`src/rtl/uart_tx_fifo_pkg.sv`:
```
// Shared definitions for the buffered UART transmit front end.
package uart_tx_fifo_pkg;

  localparam int DEPTH_LOG2_DEF = 4;
  localparam int DATA_W_DEF     = 8;

  typedef enum logic [1:0] {
    ST_IDLE  = 2'd0,
    ST_START = 2'd1,
    ST_DRAIN = 2'd2
  } tx_state_t;

endpackage

```
`src/rtl/uart_tx_fifo_if.sv`:
```
// Producer-side write port plus the uart_8n1 handshake, bundled for the FIFO sequencer.
interface uart_tx_fifo_if
  import uart_tx_fifo_pkg::*;
#(
  parameter int DEPTH_LOG2 = DEPTH_LOG2_DEF,
  parameter int DATA_W     = DATA_W_DEF
) ();

  logic                  wr_en;
  logic [DATA_W-1:0]     wr_data;
  logic                  full;
  logic                  empty;
  logic [DEPTH_LOG2:0]   level;
  logic                  overflow;
  logic [DATA_W-1:0]     tx_data;
  logic                  tx_start;
  logic                  tx_busy;
  logic                  sending;

  modport slave (
    input  wr_en, wr_data, tx_busy,
    output full, empty, level, overflow, tx_data, tx_start, sending
  );

  modport master (
    output wr_en, wr_data, tx_busy,
    input  full, empty, level, overflow, tx_data, tx_start, sending
  );

endinterface

```
`src/rtl/uart_tx_fifo_mem.sv`:
```
// Simple dual-port byte array: synchronous write, asynchronous read so the
// sequencer can load the head byte in the same edge it pops it.
module uart_tx_fifo_mem #(
  parameter int ADDR_W = 4,
  parameter int DATA_W = 8
) (
  input  logic              clk,
  input  logic              we,
  input  logic [ADDR_W-1:0] waddr,
  input  logic [DATA_W-1:0] wdata,
  input  logic [ADDR_W-1:0] raddr,
  output logic [DATA_W-1:0] rdata
);

  localparam int DEPTH = 1 << ADDR_W;

  logic [DATA_W-1:0] mem [DEPTH];

  always_ff @(posedge clk) begin
    if (we) begin
      mem[waddr] <= wdata;
    end
  end

  assign rdata = mem[raddr];

endmodule

```
`src/rtl/uart_tx_fifo.sv`:
```
// Byte FIFO and send sequencer feeding uart_8n1: buffers producer bursts and
// issues one tx_start per byte, waiting for tx_busy to rise and fall between frames.
module uart_tx_fifo
  import uart_tx_fifo_pkg::*;
#(
  parameter int DEPTH_LOG2 = DEPTH_LOG2_DEF,
  parameter int DATA_W     = DATA_W_DEF
) (
  input  logic           hclk,
  input  logic           rst_n,
  uart_tx_fifo_if.slave  bus
);

  localparam logic [DEPTH_LOG2:0]   LEVEL_FULL = {1'b1, {DEPTH_LOG2{1'b0}}};
  localparam logic [DEPTH_LOG2:0]   LEVEL_ONE  = {{DEPTH_LOG2{1'b0}}, 1'b1};
  localparam logic [DEPTH_LOG2-1:0] PTR_ONE    = {{(DEPTH_LOG2-1){1'b0}}, 1'b1};

  logic [DEPTH_LOG2-1:0] wr_ptr_reg;
  logic [DEPTH_LOG2-1:0] rd_ptr_reg;
  logic [DEPTH_LOG2:0]   level_reg;
  logic [DEPTH_LOG2:0]   level_next;
  logic                  overflow_reg;
  logic [DATA_W-1:0]     tx_data_reg;
  logic                  tx_start_reg;
  logic                  sending_reg;
  tx_state_t             state_reg;

  logic [DATA_W-1:0]     rd_data;
  logic                  full_w;
  logic                  empty_w;
  logic                  wr_accept;
  logic                  pop;

  assign full_w    = (level_reg == LEVEL_FULL);
  assign empty_w   = (level_reg == '0);
  assign wr_accept = bus.wr_en && !full_w;
  // A byte written this cycle is not visible to the pop check until next cycle.
  assign pop       = (state_reg == ST_IDLE) && !empty_w && !bus.tx_busy;

  always_comb begin
    level_next = level_reg;
    case ({wr_accept, pop})
      2'b10:   level_next = level_reg + LEVEL_ONE;
      2'b01:   level_next = level_reg - LEVEL_ONE;
      default: level_next = level_reg;
    endcase
  end

  uart_tx_fifo_mem #(
    .ADDR_W (DEPTH_LOG2),
    .DATA_W (DATA_W)
  ) u_mem (
    .clk   (hclk),
    .we    (wr_accept),
    .waddr (wr_ptr_reg),
    .wdata (bus.wr_data),
    .raddr (rd_ptr_reg),
    .rdata (rd_data)
  );

  always_ff @(posedge hclk) begin
    if (!rst_n) begin
      wr_ptr_reg   <= '0;
      rd_ptr_reg   <= '0;
      level_reg    <= '0;
      overflow_reg <= 1'b0;
      tx_data_reg  <= '0;
      tx_start_reg <= 1'b0;
      sending_reg  <= 1'b0;
      state_reg    <= ST_IDLE;
    end else begin
      if (wr_accept) begin
        wr_ptr_reg <= wr_ptr_reg + PTR_ONE;
      end
      if (pop) begin
        rd_ptr_reg <= rd_ptr_reg + PTR_ONE;
      end
      level_reg <= level_next;
      // Drop decision uses the pre-edge level, so a same-cycle pop cannot rescue it.
      if (bus.wr_en && full_w) begin
        overflow_reg <= 1'b1;
      end

      case (state_reg)
        ST_IDLE: begin
          if (pop) begin
            tx_data_reg  <= rd_data;
            tx_start_reg <= 1'b1;
            sending_reg  <= 1'b1;
            state_reg    <= ST_START;
          end
        end
        ST_START: begin
          if (bus.tx_busy) begin
            tx_start_reg <= 1'b0;
            state_reg    <= ST_DRAIN;
          end
        end
        ST_DRAIN: begin
          if (!bus.tx_busy) begin
            sending_reg <= 1'b0;
            state_reg   <= ST_IDLE;
          end
        end
        default: begin
          tx_start_reg <= 1'b0;
          sending_reg  <= 1'b0;
          state_reg    <= ST_IDLE;
        end
      endcase
    end
  end

  assign bus.full     = full_w;
  assign bus.empty    = empty_w;
  assign bus.level    = level_reg;
  assign bus.overflow = overflow_reg;
  assign bus.tx_data  = tx_data_reg;
  assign bus.tx_start = tx_start_reg;
  assign bus.sending  = sending_reg;

endmodule

```
`src/flat_wrapper.sv`:
```
// flat-port wrapper written by rule: the top's interface ports become plain ports
module uart_tx_fifo_flat import uart_tx_fifo_pkg::*;
#(
  parameter int DEPTH_LOG2 = DEPTH_LOG2_DEF,
  parameter int DATA_W     = DATA_W_DEF
)
  (hclk, rst_n, bus_wr_en, bus_wr_data, bus_tx_busy, bus_full, bus_empty, bus_level, bus_overflow, bus_tx_data, bus_tx_start, bus_sending);
  uart_tx_fifo_if #(.DEPTH_LOG2(DEPTH_LOG2), .DATA_W(DATA_W)) bus_i ();
  input  logic hclk;
  input  logic rst_n;
  input wire logic [$bits(bus_i.wr_en)-1:0] bus_wr_en;
  input wire logic [$bits(bus_i.wr_data)-1:0] bus_wr_data;
  input wire logic [$bits(bus_i.tx_busy)-1:0] bus_tx_busy;
  output wire logic [$bits(bus_i.full)-1:0] bus_full;
  output wire logic [$bits(bus_i.empty)-1:0] bus_empty;
  output wire logic [$bits(bus_i.level)-1:0] bus_level;
  output wire logic [$bits(bus_i.overflow)-1:0] bus_overflow;
  output wire logic [$bits(bus_i.tx_data)-1:0] bus_tx_data;
  output wire logic [$bits(bus_i.tx_start)-1:0] bus_tx_start;
  output wire logic [$bits(bus_i.sending)-1:0] bus_sending;
  assign bus_i.wr_en = bus_wr_en;
  assign bus_i.wr_data = bus_wr_data;
  assign bus_i.tx_busy = bus_tx_busy;
  assign bus_full = bus_i.full;
  assign bus_empty = bus_i.empty;
  assign bus_level = bus_i.level;
  assign bus_overflow = bus_i.overflow;
  assign bus_tx_data = bus_i.tx_data;
  assign bus_tx_start = bus_i.tx_start;
  assign bus_sending = bus_i.sending;
  uart_tx_fifo #(.DEPTH_LOG2(DEPTH_LOG2), .DATA_W(DATA_W)) u_core (.hclk(hclk), .rst_n(rst_n), .bus(bus_i));
endmodule
```
`config.mk`:
```
export PLATFORM = sky130hd
export DESIGN_NAME = uart_tx_fifo_flat
export DESIGN_NICKNAME = d
export VERILOG_FILES = /design/src/rtl/uart_tx_fifo_pkg.sv /design/src/rtl/uart_tx_fifo_if.sv /design/src/rtl/uart_tx_fifo_mem.sv /design/src/rtl/uart_tx_fifo.sv /design/src/flat_wrapper.sv
export SDC_FILE = /design/constraint.sdc
export NUM_CORES = 1
export LEC_CHECK = 0
export BUFFER_PORTS_ARGS = -buffer_cell sky130_fd_sc_hd__buf_2
export CAP_MARGIN = 20
export CORE_AREA = 4 4 107 129
export CTS_CLUSTER_DIAMETER = 30
export DETAILED_ROUTE_END_ITERATION = 16
export DIE_AREA = 0 0 111 133
export HOLD_SLACK_MARGIN = 0.05
export PLACE_DENSITY = 0.75
export SETUP_SLACK_MARGIN = 0.1
export SLEW_MARGIN = 20
export SYNTH_ARGS = -nofsm -noshare
export SYNTH_HDL_FRONTEND = slang
export SYNTH_SLANG_ARGS = --single-unit
```
`constraint.sdc`:
```
create_clock -name hclk -period 6.3 [get_ports hclk]
set_clock_uncertainty 0.1 [all_clocks]
set_input_delay 0.315 -clock hclk [delete_from_list [all_inputs] [get_ports hclk]]
set_output_delay 0.315 -clock hclk [all_outputs]
set_load 0.03 [all_outputs]
```
**Yosys cells after proc, flatten, opt, wreduce, memory -nomap -nowiden**

Memories as Yosys holds them, arrays and structs flattened. A register that Yosys moved wholly into a read port is not among the register bits.
Cells that the tools add are included.

- Add/subtract/negate cells: 4
- Divide/modulo/power cells: 0
- Bitwise operators: 2
- Shift operators: 0
- Equality and inequality tests: 8
- Reductions and logical operators: 15
- $lt $le $gt $ge: 0
- Multiplexer cells: 12
- Multipliers: 0

Operators by type and width:

| kind | count |
|---|---|
| one-hot mux 5 bit (2 select lines) | 1 |
| AND reduction 3 bit | 3 |
| adder 4 x 1 -> 4 bit (second input constant) | 2 |
| 2-to-1 mux 2 bit | 3 |
| one-hot mux 1 bit (3 select lines) | 2 |
| one-hot mux 2 bit (3 select lines) | 1 |
| adder 5 x 1 -> 5 bit (second input constant) | 1 |
| == test 5 bit (second input constant) | 1 |
| zero test 5 bit | 1 |
| 2-to-1 mux 1 bit | 5 |
| subtractor 5 x 1 -> 5 bit (second input constant) | 1 |
| == test 2 x 1 -> 1 bit (second input constant) | 2 |
| == test 2 bit (second input constant) | 2 |
| logical AND 1 bit | 4 |
| zero test 1 bit | 4 |
| != test 2 bit (second input constant) | 2 |
| zero test 2 bit | 1 |
| != test 2 x 1 -> 1 bit (second input constant) | 1 |
| inverter 1 bit | 2 |
| AND reduction 2 bit | 1 |
| nonzero test 2 bit | 1 |

- Input bits: 12
- Bits in writable memories: 128
- Register bits after elaboration: 18
- Word-level logic and storage cells: 49
- Memory bits (read-only): 0
- Bits in latches: 0
- Memories: 1

Memory list:

| name | words | bits a word | read ports | clocked after Yosys merged registers in | write ports | line | source |
|---|---|---|---|---|---|---|---|
| u_core.u_mem.mem | 16 | 8 | 1 | 1 | 1 | uart_tx_fifo_mem.sv:17 | `logic [DATA_W-1:0] mem [DEPTH];` |

**Logic depth before layout (Yosys ltp)**

- Depth in word-level cells: 6
- Depth in mapped cells: 11

**By module**

Synthesis repeated with hierarchy kept, for this count alone.

- Cells, all modules: 345
- Area total of the unflattened synthesis: 6217.2 um2

Modules (own cells, without submodules):

| module | seq. area each (um2) | instances | cells each | area each (um2) |
|---|---|---|---|---|
| uart_tx_fifo_mem | 3843.7 | 1 | 221 | 4987.3 |
| uart_tx_fifo | 520.5 | 1 | 124 | 1229.9 |

**Worst setup path after synthesis**

No wires, ideal clock.

- Path type: reg2reg
- Start point: reg u_core.level_reg[0], in the netlist u_core.bus.level[0]
- End point: reg u_core.level_reg[4], in the netlist u_core.bus.level[4]
- Data required time: 6081 ps
- Period minus slack after synthesis: 3051 ps
- Arrival time: 2832 ps
- Stages on the path, launching flop included: 12
- Slack: 3249 ps
- Buffers on the path: 1
- Library setup time: 119 ps
- Cells stage by stage: dfxtp_1 nor4_4 a2111oi_4 buf_4 ha_1 inv_1 fa_1 nor2b_1 o21ai_0 nand3_1 or3b_1 mux2i_1

- Word-level cells in the longest chain between the ends: 6
- Elaborated cells between the ends (all ways): 13

RTL lines:

| what | line | source |
|---|---|---|
| start: declaration | uart_tx_fifo.sv:20 | `logic [DEPTH_LOG2:0] level_reg;` |
| start signal: assignment | uart_tx_fifo.sv:78 | `level_reg <= level_next;` |
| zero test 5 bit (*) | uart_tx_fifo.sv:35 | `assign empty_w = (level_reg == '0);` |
| zero test 1 bit (*) | uart_tx_fifo.sv:38 | `assign pop = (state_reg == ST_IDLE) && !empty_w && !bus.tx_busy;` |
| logical AND 1 bit (*) (2 in a row) | uart_tx_fifo.sv:38 |  |
| net u_core.pop | uart_tx_fifo.sv:32 | `logic pop;` |
| == test 2 x 1 -> 1 bit or == test 2 bit (tied branches) | uart_tx_fifo.sv:42 | `case ({wr_accept, pop})` |
| one-hot mux 5 bit (2 select lines) or nonzero test 2 bit (tied branches) | - |  |

Mark *: on every way through the listed nets, which the timed path passes. The rest lies on a longest branch.
A chain may end at the register's enable or synchronous reset.

**Worst setup path after layout**

- Start point: reg u_core.level_reg[0], in the netlist u_core.bus.level[0]
- End point: reg u_core.level_reg[4], in the netlist u_core.bus.level[4]

- Word-level cells in the longest chain between the ends: 6
- Elaborated cells between the ends (all ways): 13

RTL lines:

| what | line |
|---|---|
| zero test 5 bit | uart_tx_fifo.sv:35 |
| zero test 1 bit | uart_tx_fifo.sv:38 |
| logical AND 1 bit (2 in a row) | uart_tx_fifo.sv:38 |
| == test 2 x 1 -> 1 bit or == test 2 bit (tied branches) | uart_tx_fifo.sv:42 |
| one-hot mux 5 bit (2 select lines) or nonzero test 2 bit (tied branches) | - |

Parallel ways exist; a longest one is shown, timed or not.

==> impl_metrics.prom <==
# TYPE chip_impl_metric gauge
chip_impl_info{name="run_status",value="finished, final reports clean"} 1
chip_impl_metric{name="filler_cell_count",unit=""} 969
chip_impl_metric{name="detailedRoute.firstPassIterationCount",unit=""} 5
chip_impl_metric{name="cp_data_arrival_time",unit="ns"} 3.33
chip_impl_metric{name="drive_above_1_share",unit="%"} 18.9
chip_impl_info{name="yosys_most_used_dff",value="edfxtp_1"} 1
chip_impl_metric{name="synth.ff_latch_count",unit=""} 154
chip_impl_info{name="post-synth-top-area-cell",value="edfxtp_1"} 1
chip_impl_info{name="crit_path_top_delay_cell",value="a2111oi_4"} 1
chip_impl_metric{name="syn_avg_cell_area",unit="sq um"} 15.9
chip_impl_metric{name="p_per_area",unit="nW/um^2"} 399
chip_impl_info{name="crit_path_end_kind",value="flop"} 1
chip_impl_metric{name="clkSinkCount",unit=""} 154
chip_impl_metric{name="drtAntennaViolNets",unit=""} 0
chip_impl_metric{name="cts_setup_buffers",unit=""} 0
chip_impl_metric{name="worst_path_max_fanout",unit=""} 10
chip_impl_metric{name="cp_data_required_time",unit="ns"} 6.51
chip_impl_metric{name="dr.first_iter.drc_count",unit=""} 284
chip_impl_metric{name="peakVddDrop",unit="uV"} 262
chip_impl_metric{name="final_max_slew_viol_count",unit=""} 0
chip_impl_metric{name="number_of_antenna_violations_at_the_first_check_in_global_routing",unit=""} 0
chip_impl_metric{name="timing.slew.headroom",unit="%"} 37.2
chip_impl_metric{name="area_growth",unit="%"} 14.8
chip_impl_metric{name="area.sequential",unit="sq um"} 4370
chip_impl_metric{name="grt_usage",unit="%"} 16.7
chip_impl_metric{name="finalCriticalPeriod",unit="ns"} 3.12
chip_impl_metric{name="clk_pin_slew_worst_paths",unit="ns"} 0.06
chip_impl_info{name="clk_root_buffer_cell",value="clkbuf_16"} 1
chip_impl_metric{name="fp.dieArea",unit="sq um"} 14800
chip_impl_metric{name="initial_cell_density_of_the_core",unit="%"} 48.9
chip_impl_metric{name="fin_tns_setup",unit="ns"} 0
chip_impl_metric{name="avgViaCountPerCell",unit=""} 5.62
chip_impl_metric{name="finish.utilization",unit="%"} 56.1
chip_impl_metric{name="post-route-drc-count",unit=""} 0
chip_impl_metric{name="grt-ovfl-total",unit=""} 0
chip_impl_metric{name="synthesis.instances",unit=""} 386
chip_impl_metric{name="num_io_pins",unit=""} 30
chip_impl_metric{name="detailed_place_hpwl",unit="microns"} 7670
chip_impl_metric{name="totalWireLength",unit="microns"} 11900
chip_impl_metric{name="leakagePower",unit="nW"} 2.30
chip_impl_metric{name="cts-root-to-sink-buffers",unit=""} 2
chip_impl_info{name="setup.worst_path.start_class",value="flop"} 1
chip_impl_metric{name="post_cts_resized",unit=""} 0
chip_impl_metric{name="synthesis.area",unit="sq um"} 6130
chip_impl_info{name="crit_start",value="u_core.bus.level[0]"} 1
chip_impl_metric{name="tightest_slew",unit="ns"} 0.938
chip_impl_metric{name="die_y",unit="microns"} 133
chip_impl_metric{name="nets",unit=""} 444
chip_impl_metric{name="syn-num-nets",unit=""} 408
chip_impl_metric{name="hold_vio_cnt_final",unit=""} 0
chip_impl_metric{name="portBuffers",unit=""} 29
chip_impl_metric{name="worst_path_largest_cell_delay",unit="ns"} 0.64
chip_impl_metric{name="post-route-period-util",unit="%"} 49.5
chip_impl_metric{name="fin_total_pwr",unit="W"} 0.00281
chip_impl_info{name="worst_r2r_startpoint",value="u_core.bus.level[0]"} 1
chip_impl_metric{name="insertion_delay",unit="ns"} 0.42
chip_impl_info{name="tritoncts",value="done"} 1
chip_impl_metric{name="synth_edf_count",unit=""} 128
chip_impl_metric{name="vias",unit=""} 3365
chip_impl_info{name="min-delay-start",value="rst_n"} 1
chip_impl_metric{name="cts_hold_repair.buffers",unit=""} 2
chip_impl_info{name="leading_cell_type_in_the_layout_fill_and_taps_excluded",value="edfxtp_1"} 1
chip_impl_metric{name="ys_seq_area_share",unit="%"} 71.1
chip_impl_info{name="final_cell_mix",value="edfxtp_1, mux2i_1, nor2_1, buf_2, dfxtp_1"} 1
chip_impl_metric{name="route.detailed.wl_per_inst",unit="microns"} 19.8
chip_impl_metric{name="largest_register_ffs",unit=""} 128
chip_impl_metric{name="tritoncts.num_buffers",unit=""} 17
chip_impl_metric{name="yosys_warning_total",unit=""} 0
chip_impl_metric{name="area_of_the_multi_input_gates",unit="sq um"} 1630
chip_impl_metric{name="global_route_wire_length_before_repair",unit="microns"} 18500
chip_impl_metric{name="core-area",unit="sq um"} 12600
chip_impl_metric{name="clock.fmax",unit="MHz"} 321
chip_impl_metric{name="number_of_global_route_vias_before_repair",unit=""} 3430
chip_impl_metric{name="placed_cell_area",unit="sq um"} 6410
chip_impl_info{name="worstSetupPathType",value="flop to flop"} 1
chip_impl_metric{name="maxCapViolations",unit=""} 0
chip_impl_info{name="hold_crit_class",value="primary input to flop"} 1
chip_impl_metric{name="ys_types",unit=""} 37
chip_impl_metric{name="setup_viol_count_final",unit=""} 0
chip_impl_metric{name="floorplan.rows",unit=""} 45
chip_impl_metric{name="synthArstFlopShare",unit="%"} 0
chip_impl_metric{name="gp_congestion",unit=""} 0.877
chip_impl_metric{name="stdcell_area",unit="sq um"} 7040
chip_impl_info{name="crit_chain",value="nor4_4 -> a2111oi_4 -> ha_1 -> inv_1 -> fa_1 -> nor2b_1 -> o21ai_0 -> nand3_1 -> or3b_1 -> mux2i_1"} 1
chip_impl_metric{name="width_of_the_die",unit="microns"} 111
chip_impl_info{name="synth.area.top_cells",value="edfxtp_1, dfxtp_1, mux2i_1"} 1
chip_impl_metric{name="antenna_cells_inserted",unit=""} 0
chip_impl_info{name="setup_repair_after_global_routing_missed_its_margin",value="false"} 1
chip_impl_metric{name="grt_start_max_net_pins",unit=""} 56
chip_impl_metric{name="top_cell_type_s_share_of_synthesized_area",unit="%"} 62.7
chip_impl_metric{name="cts_htree_levels",unit=""} 4
kinds of logic (layout without fill, tap and decap cells):
kind of cell / count (synthesis) / in the layout / share of synthesized area (%)
XOR/XNOR: 9 / 9 / 1.28
adder cells (fa/ha/maj): 10 / 10 / 2.16
multiplexers: 55 / 55 / 11.2
AO/OA/AOI/OAI: 60 / 60 / 6.38
flip-flops: 154 / 154 / 71.1
buffers and inverters: 30 / 79 / 2.43
AND/OR/NAND/NOR: 68 / 68 / 5.38
routing by layer:
metal  track usage (%)  vias up  wire length [microns]
li1                  -     1555                      -
met1              19.1     1696                   4740
met2              29.6       98                   6290
met3              5.03       16                    665
met4              6.23        0                    164
met5                 0        -                      0
synth_stat cells, types with 2 or more instances:
cell type and count:
mux2i_1 44, o21ai_0 11, a22oi_1 3, clkbuf_1 7
nand2_1 10, ha_1 9, nand2b_1 2, nor2b_1 4
nand3_1 3, xnor2_1 3, buf_2 8, xor2_1 6
a21oi_1 12, nor3_1 7, dfxtp_1 26, inv_1 10
a2111oi_0 5, nand4_1 2, a31oi_1 4, o22ai_1 21
and2_1 2, edfxtp_1 128, nand3b_1 2, nor2_1 32
mux4_2 11, buf_6 3
power breakdown:
part | switching, W | total (W) | internal, W
sequential | 0.0000729 | 0.00125 | 0.00118
clock | 0.000396 | 0.00102 | 0.000622
combinational | 0.000341 | 0.000543 | 0.000202
layout make-up:
type / instances / area share (%)
clock buffers: 17 / 6.04
clock inverters: 15 / 2.43
inverters: 11 / 0.586
multi-input cells: 202 / 23.1
flip-flops and latches: 154 / 62.0
well taps: 164 / 2.91
repair buffers: 36 / 2.93
per-stage QoR:
| step | std cells | worst slack [ns] | hold slack, ns |
|---|---|---|---|
| floorplan | 386 | 3.25 | 0.307 |
| global placement | 564 | 2.90 | 0.345 |
| detailed placement | 564 | 2.78 | 0.357 |
| CTS | 598 | 2.77 | 0.135 |
| global route | 599 | 3.00 | 0.151 |
| finish | 599 | 3.18 | 0.145 |
critical path, delay by kind of cell (launching register included):
family,cells,cell delay [ns]
fa+ha+maj,2,0.74
simple gates,4,0.72
compound gates,2,0.76
flops,1,0.45
buf+inv,1,0.11
mux,1,0.13
path summary, 6_finish.rpt:
path                           endpoint  slack [ns]  cells past startpoint
setup / recovery    u_core.bus.level[4]        3.18                     10
hold / removal    u_core.bus.tx_data[1]        0.15                      3
setup reg to reg    u_core.bus.level[4]        3.18                     10
hold reg to reg     u_core.bus.overflow        0.37                      2
(Power assumes the default switching activity.)
